### src/rtl/uart_rx.sv
// uart_rx: 8N1 (DATA_BITS-configurable) UART receiver.
//   The receiver generates bit timing from a free-running counter. The counter
//   is re-aligned on each start edge. The counter finds the middle of the start
//   bit, then samples each data bit and the stop bit one bit period apart.
//   A byte is delivered as a one-cycle rx_valid strobe.
// Ports:
//   sys_clk   - system clock; all logic runs on its rising edge
//   reset     - synchronous, active-high reset
//   rx        - asynchronous serial input; idles high
//   rx_data   - last correctly framed byte; holds until the next good frame
//   rx_valid  - one-cycle pulse: rx_data was updated this cycle
//   frame_err - one-cycle pulse: stop bit sampled low, byte discarded
//   busy      - high whenever the receiver is not idle
module uart_rx #(
    parameter int CLK_FREQ  = 25_000_000,
    parameter int BAUD      = 115_200,
    parameter int DATA_BITS = 8
) (
    input  logic                 sys_clk,
    input  logic                 reset,
    input  logic                 rx,
    output logic [DATA_BITS-1:0] rx_data,
    output logic                 rx_valid,
    output logic                 frame_err,
    output logic                 busy
);
    localparam int CLKS_PER_BIT = CLK_FREQ / BAUD;
    localparam int HALF_BIT     = CLKS_PER_BIT / 2;
    localparam int CNT_W        = $clog2(CLKS_PER_BIT);
    localparam int IDX_W        = $clog2(DATA_BITS);

    typedef enum logic [2:0] {IDLE, START, DATA, STOP, BRK} state_t;

    state_t               state, state_nxt;
    logic [1:0]           sync;
    logic                 rx_s;
    logic [CNT_W-1:0]     bit_cnt;
    logic [IDX_W-1:0]     bit_idx;
    logic [DATA_BITS-1:0] shift;

    logic bit_tick, half_tick, last_bit;
    logic cnt_clr, shift_en, valid_set, ferr_set;

    // The synchronizer presets to 1 so that a reset is not seen as a start edge.
    always_ff @(posedge sys_clk) begin
        if (reset) sync <= 2'b11;
        else       sync <= {sync[0], rx};
    end
    assign rx_s = sync[1];

    assign bit_tick  = (bit_cnt == CNT_W'(CLKS_PER_BIT - 1));
    assign half_tick = (bit_cnt == CNT_W'(HALF_BIT - 1));
    assign last_bit  = (bit_idx == IDX_W'(DATA_BITS - 1));

    // State register
    always_ff @(posedge sys_clk) begin
        if (reset) state <= IDLE;
        else       state <= state_nxt;
    end

    // Next-state logic
    always_comb begin
        state_nxt = state;
        case (state)
            IDLE:    if (!rx_s) state_nxt = START;
            // A line that is high again at mid-start is treated as a glitch.
            START:   if (half_tick) state_nxt = rx_s ? IDLE : DATA;
            DATA:    if (bit_tick && last_bit) state_nxt = STOP;
            STOP:    if (bit_tick) state_nxt = rx_s ? IDLE : BRK;
            // After a framing error, wait for the line to release before
            // hunting again. A held-low break therefore reports only once.
            BRK:     if (rx_s) state_nxt = IDLE;
            default: state_nxt = IDLE;
        endcase
    end

    // Output / datapath control decode
    always_comb begin
        cnt_clr   = 1'b0;
        shift_en  = 1'b0;
        valid_set = 1'b0;
        ferr_set  = 1'b0;
        busy      = (state != IDLE);
        case (state)
            IDLE:    cnt_clr = 1'b1;
            // Re-zero at mid-start so that later ticks land mid-bit.
            START:   cnt_clr = half_tick;
            DATA:    shift_en = bit_tick;
            STOP: begin
                valid_set = bit_tick &&  rx_s;
                ferr_set  = bit_tick && !rx_s;
            end
            BRK:     cnt_clr = 1'b1;
            default: cnt_clr = 1'b1;
        endcase
    end

    // Bit-timing counter: wraps at the end of each bit period.
    always_ff @(posedge sys_clk) begin
        if (reset || cnt_clr) bit_cnt <= '0;
        else if (bit_tick)    bit_cnt <= '0;
        else                  bit_cnt <= bit_cnt + 1'b1;
    end

    always_ff @(posedge sys_clk) begin
        if (reset) begin
            bit_idx <= '0;
            shift   <= '0;
        end else if (state == START) begin
            bit_idx <= '0;
        end else if (shift_en) begin
            shift[bit_idx] <= rx_s;
            bit_idx        <= bit_idx + 1'b1;
        end
    end

    always_ff @(posedge sys_clk) begin
        if (reset) begin
            rx_data   <= '0;
            rx_valid  <= 1'b0;
            frame_err <= 1'b0;
        end else begin
            rx_valid  <= valid_set;
            frame_err <= ferr_set;
            if (valid_set) rx_data <= shift;
        end
    end
endmodule

### config.mk
export PLATFORM = sky130hd
export DESIGN_NAME = uart_rx
export DESIGN_NICKNAME = d
export VERILOG_FILES = /design/src/rtl/uart_rx.sv
export SDC_FILE = /design/constraint.sdc
export NUM_CORES = 1
export LEC_CHECK = 0
export CAP_MARGIN = 15
export CORE_MARGIN = 2
export CORE_UTILIZATION = 56
export CTS_CLUSTER_DIAMETER = 80
export DETAILED_ROUTE_END_ITERATION = 8
export PLACE_DENSITY = 0.77
export SLEW_MARGIN = 25
export SYNTH_ARGS = -nofsm -noshare
export SYNTH_HDL_FRONTEND = slang
export SYNTH_SLANG_ARGS = --single-unit
export TNS_END_PERCENT = 100
### constraint.sdc
create_clock -name sys_clk -period 2.3 [get_ports sys_clk]
set_clock_uncertainty 0.2 [all_clocks]
set_input_delay 0.345 -clock sys_clk [delete_from_list [all_inputs] [get_ports sys_clk]]
set_output_delay 0.345 -clock sys_clk [all_outputs]
set_load 0.05 [all_outputs]
# [Word-level counts from Yosys, hierarchy flattened]
# Cells that the tools add are included.
[word_totals] regBits=34 in_bits=3 out_inout_bits=11 elab_cells=54
[op_classes] n_addsub=2 n_lt_le_gt_ge=2 n_eq_ne=12 muxes=14 n_bitwise=2 reduce_logical=14
[op_table] op="$mux 3" count=6
[op_table] op="$pmux 3 s5" count=1
[op_table] op="$ne 2x2->1 const B" count=5
[op_table] op="$add 8x1->8 const B" count=1
[op_table] op="$bwmux 8" count=1
[op_table] op="$eq 8x7->1 const B" count=1
[op_table] op="$eq 8x8->1 const B" count=1
[op_table] op="$reduce_or 2->1" count=4
[op_table] op="$eq 3x2->1 const B" count=2
[op_table] op="$eq 3x3->1 const B" count=2
[op_table] op="$reduce_and 5->1" count=1
[op_table] op="$logic_and 1x1->1" count=4
[op_table] op="$lt 3x4->1 const B" count=1
[op_table] op="$add 3x1->3 const B" count=1
[op_table] op="$demux 1 s3" count=1
[op_table] op="$eq 3x1->1 const B" count=1
[op_table] op="$ge 3x1->1 const B" count=1
[op_table] op="$logic_not 3->1" count=1
[op_table] op="$mux 1" count=3
[op_table] op="$reduce_bool 3->1" count=1
[op_table] op="$mux 2" count=1
[op_table] op="$not 1->1" count=2
[op_table] op="$pmux 1 s2" count=1
[op_table] op="$reduce_and 2->1" count=1
[op_table] op="2 further kinds" count=2

# [Longest topological paths before layout]
# Gate-level depths: netlist (run 1).
[logic_depth] ltp_word=5 depth_mapped=6 depth_no_buf=5

# [Worst setup path before layout (run 1)]
# Ideal clock, no wire load.
[synth_timing] path_kind="reg-to-reg" start="reg bit_cnt[0]" end="reg bit_cnt[2]" setup_time_ns=0.074 arrival_time_ns=1.528 required_time_ns=2.026 slack_ns=0.498 path_stages_with_launch=7 path_buffers=1 period_less_slack_ns=1.802 cell_sequence="dfxtp_1 inv_1 ha_1 and4b_1 buf_6 a311o_4 nor3_2"
[synth_via] elab_chain_cells=4 elab_cells_between_ends=6 cone_classes="add/sub (1); eq/ne (2); mux (1); reduce/logical (2)"
[synth_lines] item="start, declared" line_no="37" text="logic [CNT_W-1:0] bit_cnt;"
[synth_lines] item="start signal, assigned" line_no="102" text="else bit_cnt <= bit_cnt + 1'b1;"
[synth_lines] item="$eq 8x7->1" line_no="52" text="assign half_tick = (bit_cnt == CNT_W'(HALF_BIT - 1));"
[synth_lines] item="$pmux 1 s2" line_no="84" text="case (state)"
[synth_lines] item="$logic_or 1x1->1" line_no="100" text="if (reset || cnt_clr) bit_cnt <= '0;"
[synth_lines] item="$reduce_or 2->1 (no line)"
# Several ways; a longest one is shown, not always the timed one.
# A chain may end at the register's enable or synchronous reset.

# [Worst setup path in the final report (run 1)]
[layout_timing] start="reg rx_data[5]" end="out rx_data[5]"
[layout_lines] item="start, declared" line_no="22" text="output logic [DATA_BITS-1:0] rx_data,"
[layout_lines] item="start signal, assigned" line_no="125" text="if (valid_set) rx_data <= shift;"
# No word-level cell between the ends.

==> results of run 1 <==
[where the power goes]
part	total [mW]	leakage [nW]	internal (mW)	switching, mW
Combinational	0.0321	0.425	0.0117	0.0204
Sequential	0.594	0.274	0.591	0.00352
Clock	0.429	0.0450	0.225	0.204
Total	1.06	0.745	0.828	0.228
[cells in the mapped netlist (all sizes together), types with 3 or more instances]
library cell	n	area share (%)
clkbuf	3	0.67
ha	4	3.0
o21ai	4	1.2
nand3	5	1.5
nand4	8	3.4
inv	4	0.90
or2	3	1.1
dfxtp	34	41
nor2	4	0.90
mux2i	16	9.6
a211oi	3	2.2
nor3b	4	1.8
or3	4	1.5
o31ai	3	1.3
nand4b	5	2.6
nor3	6	2.7
nand2	19	4.3
a21oi	4	1.2
and4b	4	2.4
buf	6	3.3
[metrics by stage]
stage | area (µm²) | hold WS [ns]
finish | 1864 | 0.2291
global route | 1864 | 0.2528
CTS | 1864 | 0.2355
detailed placement | 1787 | 0.2092
global placement | 1787 | 0.2052
floorplan | 1672 | 0.1895
[cell families (layout without fill, tap and decap cells)]
logic type	count (synthesis)	count (layout)	synth area share [%]
XOR/XNOR	3	3	1.572
multiplexers	16	16	9.581
AND/OR/NAND/NOR	76	76	29.64
AO/OA/AOI/OAI	21	21	10.40
flip-flops	34	34	40.72
buffers and inverters	14	28	5.089
adder cells (fa/ha/maj)	4	4	2.994
[worst min-delay path by stage]
stage | start | end | slack (ns)
floorplan | sync[0] | sync[1] | 0.19
global placement | sync[0] | sync[1] | 0.21
detailed placement | sync[0] | sync[1] | 0.21
CTS | sync[0] | sync[1] | 0.24
global route | sync[0] | sync[1] | 0.25
finish | sync[0] | sync[1] | 0.23
[sequential cells by signal, indices dropped and copies added, names as in the netlist]
name / count
frame_err: 1
bit_cnt: 8
bit_idx: 3
shift: 8
state: 3
rx_valid: 1
sync: 2
rx_data: 8
[layout by cell type (no fill, tap or decap), types with 2 or more instances in the layout]
master,count
xor2_1,2
clkinv_2,2
or3_1,4
and4b_1,4
nand4_1,7
o21ai_0,4
nor3_1,3
inv_1,4
buf_4,3
o211ai_1,2
nand2_1,19
o31ai_1,3
nor2_1,4
or2_2,3
nand4b_1,5
nor3_2,3
nor3b_1,4
clkbuf_4,5
mux2i_1,16
nand3_1,5
nand4bb_1,2
a211oi_2,3
a21oi_1,4
dfxtp_1,34
clkdlybuf4s50_1,12
nor4_1,2
ha_1,4
and4bb_2,2
[metal layers]
metal / wire [µm] / GRT usage, %
met5: 0 / 0
met4: 46 / 8.442
met3: 123 / 5.934
met2: 1732 / 41.25
met1: 1501 / 25.55
[layout make-up]
type / count / share of cell area (%)
Tap cell: 31 / 2.081
Multi-Input combinational cell: 120 / 48.59
Clock buffer: 5 / 2.013
Inverter: 5 / 1.007
Timing Repair Buffer: 15 / 7.651
Sequential cell: 34 / 36.51
Clock inverter: 3 / 2.148
[worst register-to-register path, stage by stage (launching register included)]
cell,delay [ns]
dfxtp_1,0.37
inv_1,0.08
ha_1,0.18
and4b_1,0.46
nand4_2,0.40
mux2i_1,0.27
==> out/qor.txt, run 1 <==
result of the run: complete, but fails checks
failing checks: design-rule violations
Max FO, Critical Path: 2
Post-CTS Setup Bufs: 0
beginning of the critical path: rx_data[5]
footprint of the multi-input gates: 905.9 µm²
initial core utilization: 59.59%
setup slack of the critical path after layout: 0.2449 ns
mean cell area of the mapped netlist: 9.950 µm²
residual DRC count: 1
path length in cells of the critical path: 1
warning count from the yosys run: 0
clock tree sinks: 34
destination of the worst register-to-register timing path: rx_data[1]
hold buffer count at CTS: 0
total overflow reported by the global router: 0
pin slew with the least headroom to its limit: 0.5140 ns
clock slew at the register clock pins of the worst setup and hold paths: 0.11 ns
H-tree lvl count: 2
total I/O pin count: 14
Max Freq: 486.6 MHz
P_leak: 0.7446 nW
overall power of the completed layout: 1.056 mW
fraction of registers with async set/reset: 0%
pwr dens: 566.4 nW/µm²
worst IR drop on VDD: 0.3788 mV
Final #Nets: 188
share of the clock period used by the worst path: 89.35%
Post-Route Utilization: 66.46%
kind of cell with the highest combined delay on the critical path: buffers and inverters
relative area change from synthesis to final layout: 11.53%
die height: 58.64 µm
post-DR vias/cell: 6.113
register area: 680.7 µm²
Max Cap Viol: 0
Placeable Area: 2805 µm²
TritonRoute pass-1 iters: 6
worst rel slew slack: 65.73%
area of the die: 3438 µm²
Bufs on Longest Clock Path: 2
Buffers on Ports: 13
total routing resource utilization after global routing: 22.78%
mean routed wirelength per cell: 15.98 µm
series of cell instances along the critical path: clkdlybuf4s50_1
worst reg2reg path depth: 5
number of global-route vias before repair: 1315
cell with the largest stage delay on the worst path: clkdlybuf4s50_1
capture point of the critical path: rx_data[5]
number of cells on the worst hold path: 1
CTS tree: yes
total negative setup slack: 0 ns
maximum cell stage delay along the critical path: 0.80 ns
sequential element share of the synthesized area: 40.72%
arrival time worst endpoint: 1.51 ns
type of origin of the critical path: flip-flop
endpoint required time on the critical path: 1.75 ns
count of vias placed by the detailed router: 1302
Clock Latency Late Sink: 0.34 ns
Cell variety after synth: 43
clock period minus worst slack: 2.055 ns
nature of the critical path endpoint: primary output
cell area after synthesis: 1672 µm²
Placement Rows: 19
unrepaired setup endpoints after global routing: false
placer congestion estimate: 0.7755
number of synthesized flops with an enable pin: 0
number of DRC violations after detailed-routing iteration 0: 49
Final setup violation count: 0
count of filler cells inserted in the layout: 240
worst min path class: reg -> reg
R2R Path Start: bit_cnt[0]
largest net degree at the start of global routing: 17
number of standard cells in the final layout excluding fillers: 213
proportion of layout cells with a drive suffix above 1: 14.84%
final number of max-transition violations: 0
cells after synthesis: 168
worst setup slack after placement: 0.2754 ns
most frequently used flop master after synthesis: dfxtp_1
crit path kind: reg -> out
placed instance count: 205
estimated wirelength of the detail-placed design: 2314 µm
CTS root buf: clkbuf_4
diodes inserted: 0
number of gates resized after cts: 0
Die W: 58.64 µm
first-pass GRT wire length: 5940 µm
initial antenna violation count: 0
antenna viol nets, final: 0
sum of buffers and inverters on the critical path: 1
Final Routed Wirelength: 3404 µm
final hold viol count: 0
minimum setup slack among reg-to-reg paths: 0.26 ns
Num CTS Buffers: 5
Mapped Nets: 175
flip-flop and latch count after synthesis: 34
Power figures use the tool's default switching activity.
==> run 2, diff against run 1 <==
--- a/config.mk
+++ b/config.mk
@@ -5,7 +5,6 @@
 export SDC_FILE = /design/constraint.sdc
 export NUM_CORES = 1
 export LEC_CHECK = 0
-export CAP_MARGIN = 15
 export CORE_MARGIN = 2
 export CORE_UTILIZATION = 56
 export CTS_CLUSTER_DIAMETER = 80
==> results of run 2 <==
Same layout as run 1: the final DEF is identical, and so are final timing and power.
==> run 3, diff against run 2 <==
--- a/config.mk
+++ b/config.mk
@@ -5,6 +5,7 @@
 export SDC_FILE = /design/constraint.sdc
 export NUM_CORES = 1
 export LEC_CHECK = 0
+export ABC_AREA = 1
 export CORE_MARGIN = 2
 export CORE_UTILIZATION = 56
 export CTS_CLUSTER_DIAMETER = 80
==> out/qor.txt, run 3 <==
sum of routed wire segments on met1: 1566 µm (was 1501 µm)
die height: 58.82 µm (was 58.64 µm)
Placement Rows: 19 (unchanged)
CTS root buf: clkbuf_4 (unchanged)
count of vias placed by the detailed router: 1394 (was 1302)
post-DR vias/cell: 5.382 (was 6.113)
Final setup violation count: 0 (unchanged)
fraction of registers with async set/reset: 0% (unchanged)
first-pass GRT wire length: 5526 µm (was 5940 µm)
Die W: 58.82 µm (was 58.64 µm)
Max Freq: 484.7 MHz (was 486.6 MHz)
cell with the largest stage delay on the worst path: dlygate4sd2_1 (was clkdlybuf4s50_1)
Max Cap Viol: 0 (unchanged)
overall power of the completed layout: 1.499 mW (was 1.056 mW)
hold buffer count at CTS: 0 (unchanged)
total overflow reported by the global router: 0 (unchanged)
Placeable Area: 2805 µm² (unchanged)
top layer in use: met4 (unchanged)
Num CTS Buffers: 5 (unchanged)
pwr dens: 780.3 nW/µm² (was 566.4 nW/µm²)
count of filler cells inserted in the layout: 246 (was 240)
clock tree sinks: 34 (unchanged)
nature of the critical path endpoint: primary output (unchanged)
arrival time worst endpoint: 1.52 ns (was 1.51 ns)
most instantiated library cell after synthesis: dfxtp_1 (unchanged)
sum of buffers and inverters on the critical path: 2 (was 1)
routed length on met2: 1416 µm (was 1732 µm)
largest cells by area after synthesis: dfxtp_1 40%, nand2_1 6.9%, nor2_1 6.5% (was dfxtp_1 41%, mux2i_1 9.6%, nand2_1 4.3%)
most frequently used flop master after synthesis: dfxtp_1 (unchanged)
final hold viol count: 0 (unchanged)
P_int: 1.062 mW (was 0.8276 mW)
most frequent standard cell in the layout excluding fill and tap cells: dfxtp_1 (unchanged)
residual DRC count: 2 (was 1)
total I/O pin count: 14 (unchanged)
number of DRC violations after detailed-routing iteration 0: 77 (was 49)
antenna viol nets, final: 0 (unchanged)
clock slew at the register clock pins of the worst setup and hold paths: 0.11 ns (about the same)
number of standard cells in the final layout excluding fillers: 259 (was 213)
registers with the most flip-flops: bit_cnt (8), rx_data (8), shift (8) (unchanged)
placed instance count: 251 (was 205)
biggest area consumer among synthesized cells: dfxtp_1 (unchanged)
largest net degree at the start of global routing: 14 (was 17)
CTS tree: yes (unchanged)
mean routed wirelength per cell: 12.38 µm (was 15.98 µm)
sequential fraction of design power: 42.7% (was 56.3%)
placer congestion estimate: 0.8093 (was 0.7755)
series of cell instances along the critical path: inv_1, nand2_1, dlygate4sd2_1 (was clkdlybuf4s50_1)
number of global-route vias before repair: 1262 (was 1315)
commonest non-fill, non-tap cells in the layout: 34 x dfxtp_1, 31 x nand2_1, 29 x nor2_1 (was 34 x dfxtp_1, 19 x nand2_1, 16 x mux2i_1)
fraction of post-synthesis cell area in the top cell type by area: 40.45% (was 40.72%)
TritonRoute pass-1 iters: 6 (unchanged)
Clock Latency Late Sink: 0.34 ns (about the same)
area of the die: 3460 µm² (was 3438 µm²)
mean cell area of the mapped netlist: 7.901 µm² (was 9.950 µm²)
total negative setup slack: 0 ns (unchanged)
Buffers on Ports: 13 (unchanged)
endpoint required time on the critical path: 1.75 ns (about the same)
Bufs on Longest Clock Path: 2 (unchanged)
type of origin of the critical path: flip-flop (unchanged)
flip-flop and latch count after synthesis: 34 (unchanged)
number of gates resized after cts: 1 (was 0)
initial antenna violation count: 0 (unchanged)
maximum cell stage delay along the critical path: 0.53 ns (was 0.80 ns)
number of synthesized flops with an enable pin: 0 (unchanged)
H-tree lvl count: 2 (unchanged)
Sw Pwr: 0.4370 mW (was 0.2284 mW)
pin slew with the least headroom to its limit: 0.5282 ns (was 0.5140 ns)
met3 WL: 147 µm (was 123 µm)
result of the run: complete, but fails checks (unchanged)
Post-CTS Setup Bufs: 0 (unchanged)
sequential element share of the synthesized area: 40.45% (was 40.72%)
worst rel slew slack: 64.74% (was 65.73%)
total routing resource utilization after global routing: 21.28% (was 22.78%)
proportion of layout cells with a drive suffix above 1: 14.91% (was 14.84%)
worst min path class: reg -> reg (unchanged)
worst IR drop on VDD: 0.4199 mV (was 0.3788 mV)
P_leak: 0.7487 nW (was 0.7446 nW)
Max FO, Critical Path: 5 (was 2)
kind of cell with the highest combined delay on the critical path: buffers and inverters (unchanged)
Post-Route Utilization: 68.47% (was 66.46%)
Final Routed Wirelength: 3207 µm (was 3404 µm)
diodes inserted: 0 (unchanged)
cell area after synthesis: 1683 µm² (was 1672 µm²)
estimated wirelength of the detail-placed design: 2400 µm (was 2314 µm)
worst setup slack after placement: 0.3376 ns (was 0.2754 ns)
Final #Nets: 234 (was 188)
setup slack of the critical path after layout: 0.2369 ns (was 0.2449 ns)
most numerous cell types in the synthesized netlist: 34 x dfxtp_1, 31 x nand2_1, 29 x nor2_1 (was 34 x dfxtp_1, 19 x nand2_1, 16 x mux2i_1)
cells after synthesis: 213 (was 168)
share of the clock period used by the worst path: 89.70% (was 89.35%)
relative area change from synthesis to final layout: 14.13% (was 11.53%)
unrepaired setup endpoints after global routing: false (unchanged)
Mapped Nets: 220 (was 175)
Comb power frac: 18.9% (was 3.0%)
warning count from the yosys run: 0 (unchanged)
sw frac: 29.16% (was 21.63%)
initial core utilization: 59.99% (was 59.59%)
crit path kind: reg -> out (unchanged)
final number of max-transition violations: 0 (unchanged)
Cell variety after synth: 31 (was 43)
failing checks: design-rule violations (unchanged)
clock power share: 38.5% (was 40.7%)
clock period minus worst slack: 2.063 ns (was 2.055 ns)
-- run 3: cell type report --
cell class	instances	area [µm²]	area share, %
Sequential cell	34	680.7	35.44
Clock inverter	2	60.06	3.127
Inverter	23	86.33	4.495
Multi-Input combinational cell	149	867.1	45.15
Clock buffer	6	51.30	2.671
Timing Repair Buffer	14	136.4	7.101
Tap cell	31	38.79	2.020
-- run 3: final timing paths --
kind	to	startpoint	cells past startpoint	slack, ns
worst max register to register	state[0]	sync[1]	8	0.57
worst min-delay path	sync[1]	sync[0]	1	0.23
worst max-delay path	busy	state[2]	3	0.24
worst min register to register	sync[1]	sync[0]	1	0.23
-- run 3: cells by family (layout without fill, tap and decap cells) --
kind of cell	Yosys count	count (layout)	synth area share (%)
xor+xnor	1	1	0.5205
compound gates	31	31	10.78
buf+inv	30	45	8.029
flops	34	34	40.45
simple gates	113	113	37.25
fa+ha+maj	4	4	2.974
-- run 3: routing by layer --
| layer | up-vias | global-route usage, % |
|---|---|---|
| li1 | 734 | - |
| met1 | 630 | 28.40 |
| met2 | 23 | 31.27 |
| met3 | 7 | 6.593 |
| met4 | 0 | 10.06 |
| met5 | - | 0 |
-- run 3: power by group through the flow --
stage,clock network (mW),registers [mW],logic [mW]
2_1_floorplan,0,0.646,0.229
3_3_place_gp,0,0.650,0.278
3_5_place_dp,0,0.654,0.290
4_1_cts,0.588,0.640,0.282
5_1_grt,0.609,0.645,0.317
6_report,0.576,0.640,0.283
-- run 3: stage by stage --
| stage | hold slack, ns | instance area, µm² |
|---|---|---|
| after floorplan | 0.1895 | 1683 |
| after global placement | 0.2067 | 1810 |
| after detailed placement | 0.2062 | 1810 |
| after CTS | 0.2365 | 1921 |
| after global routing | 0.2526 | 1921 |
| final | 0.2299 | 1921 |
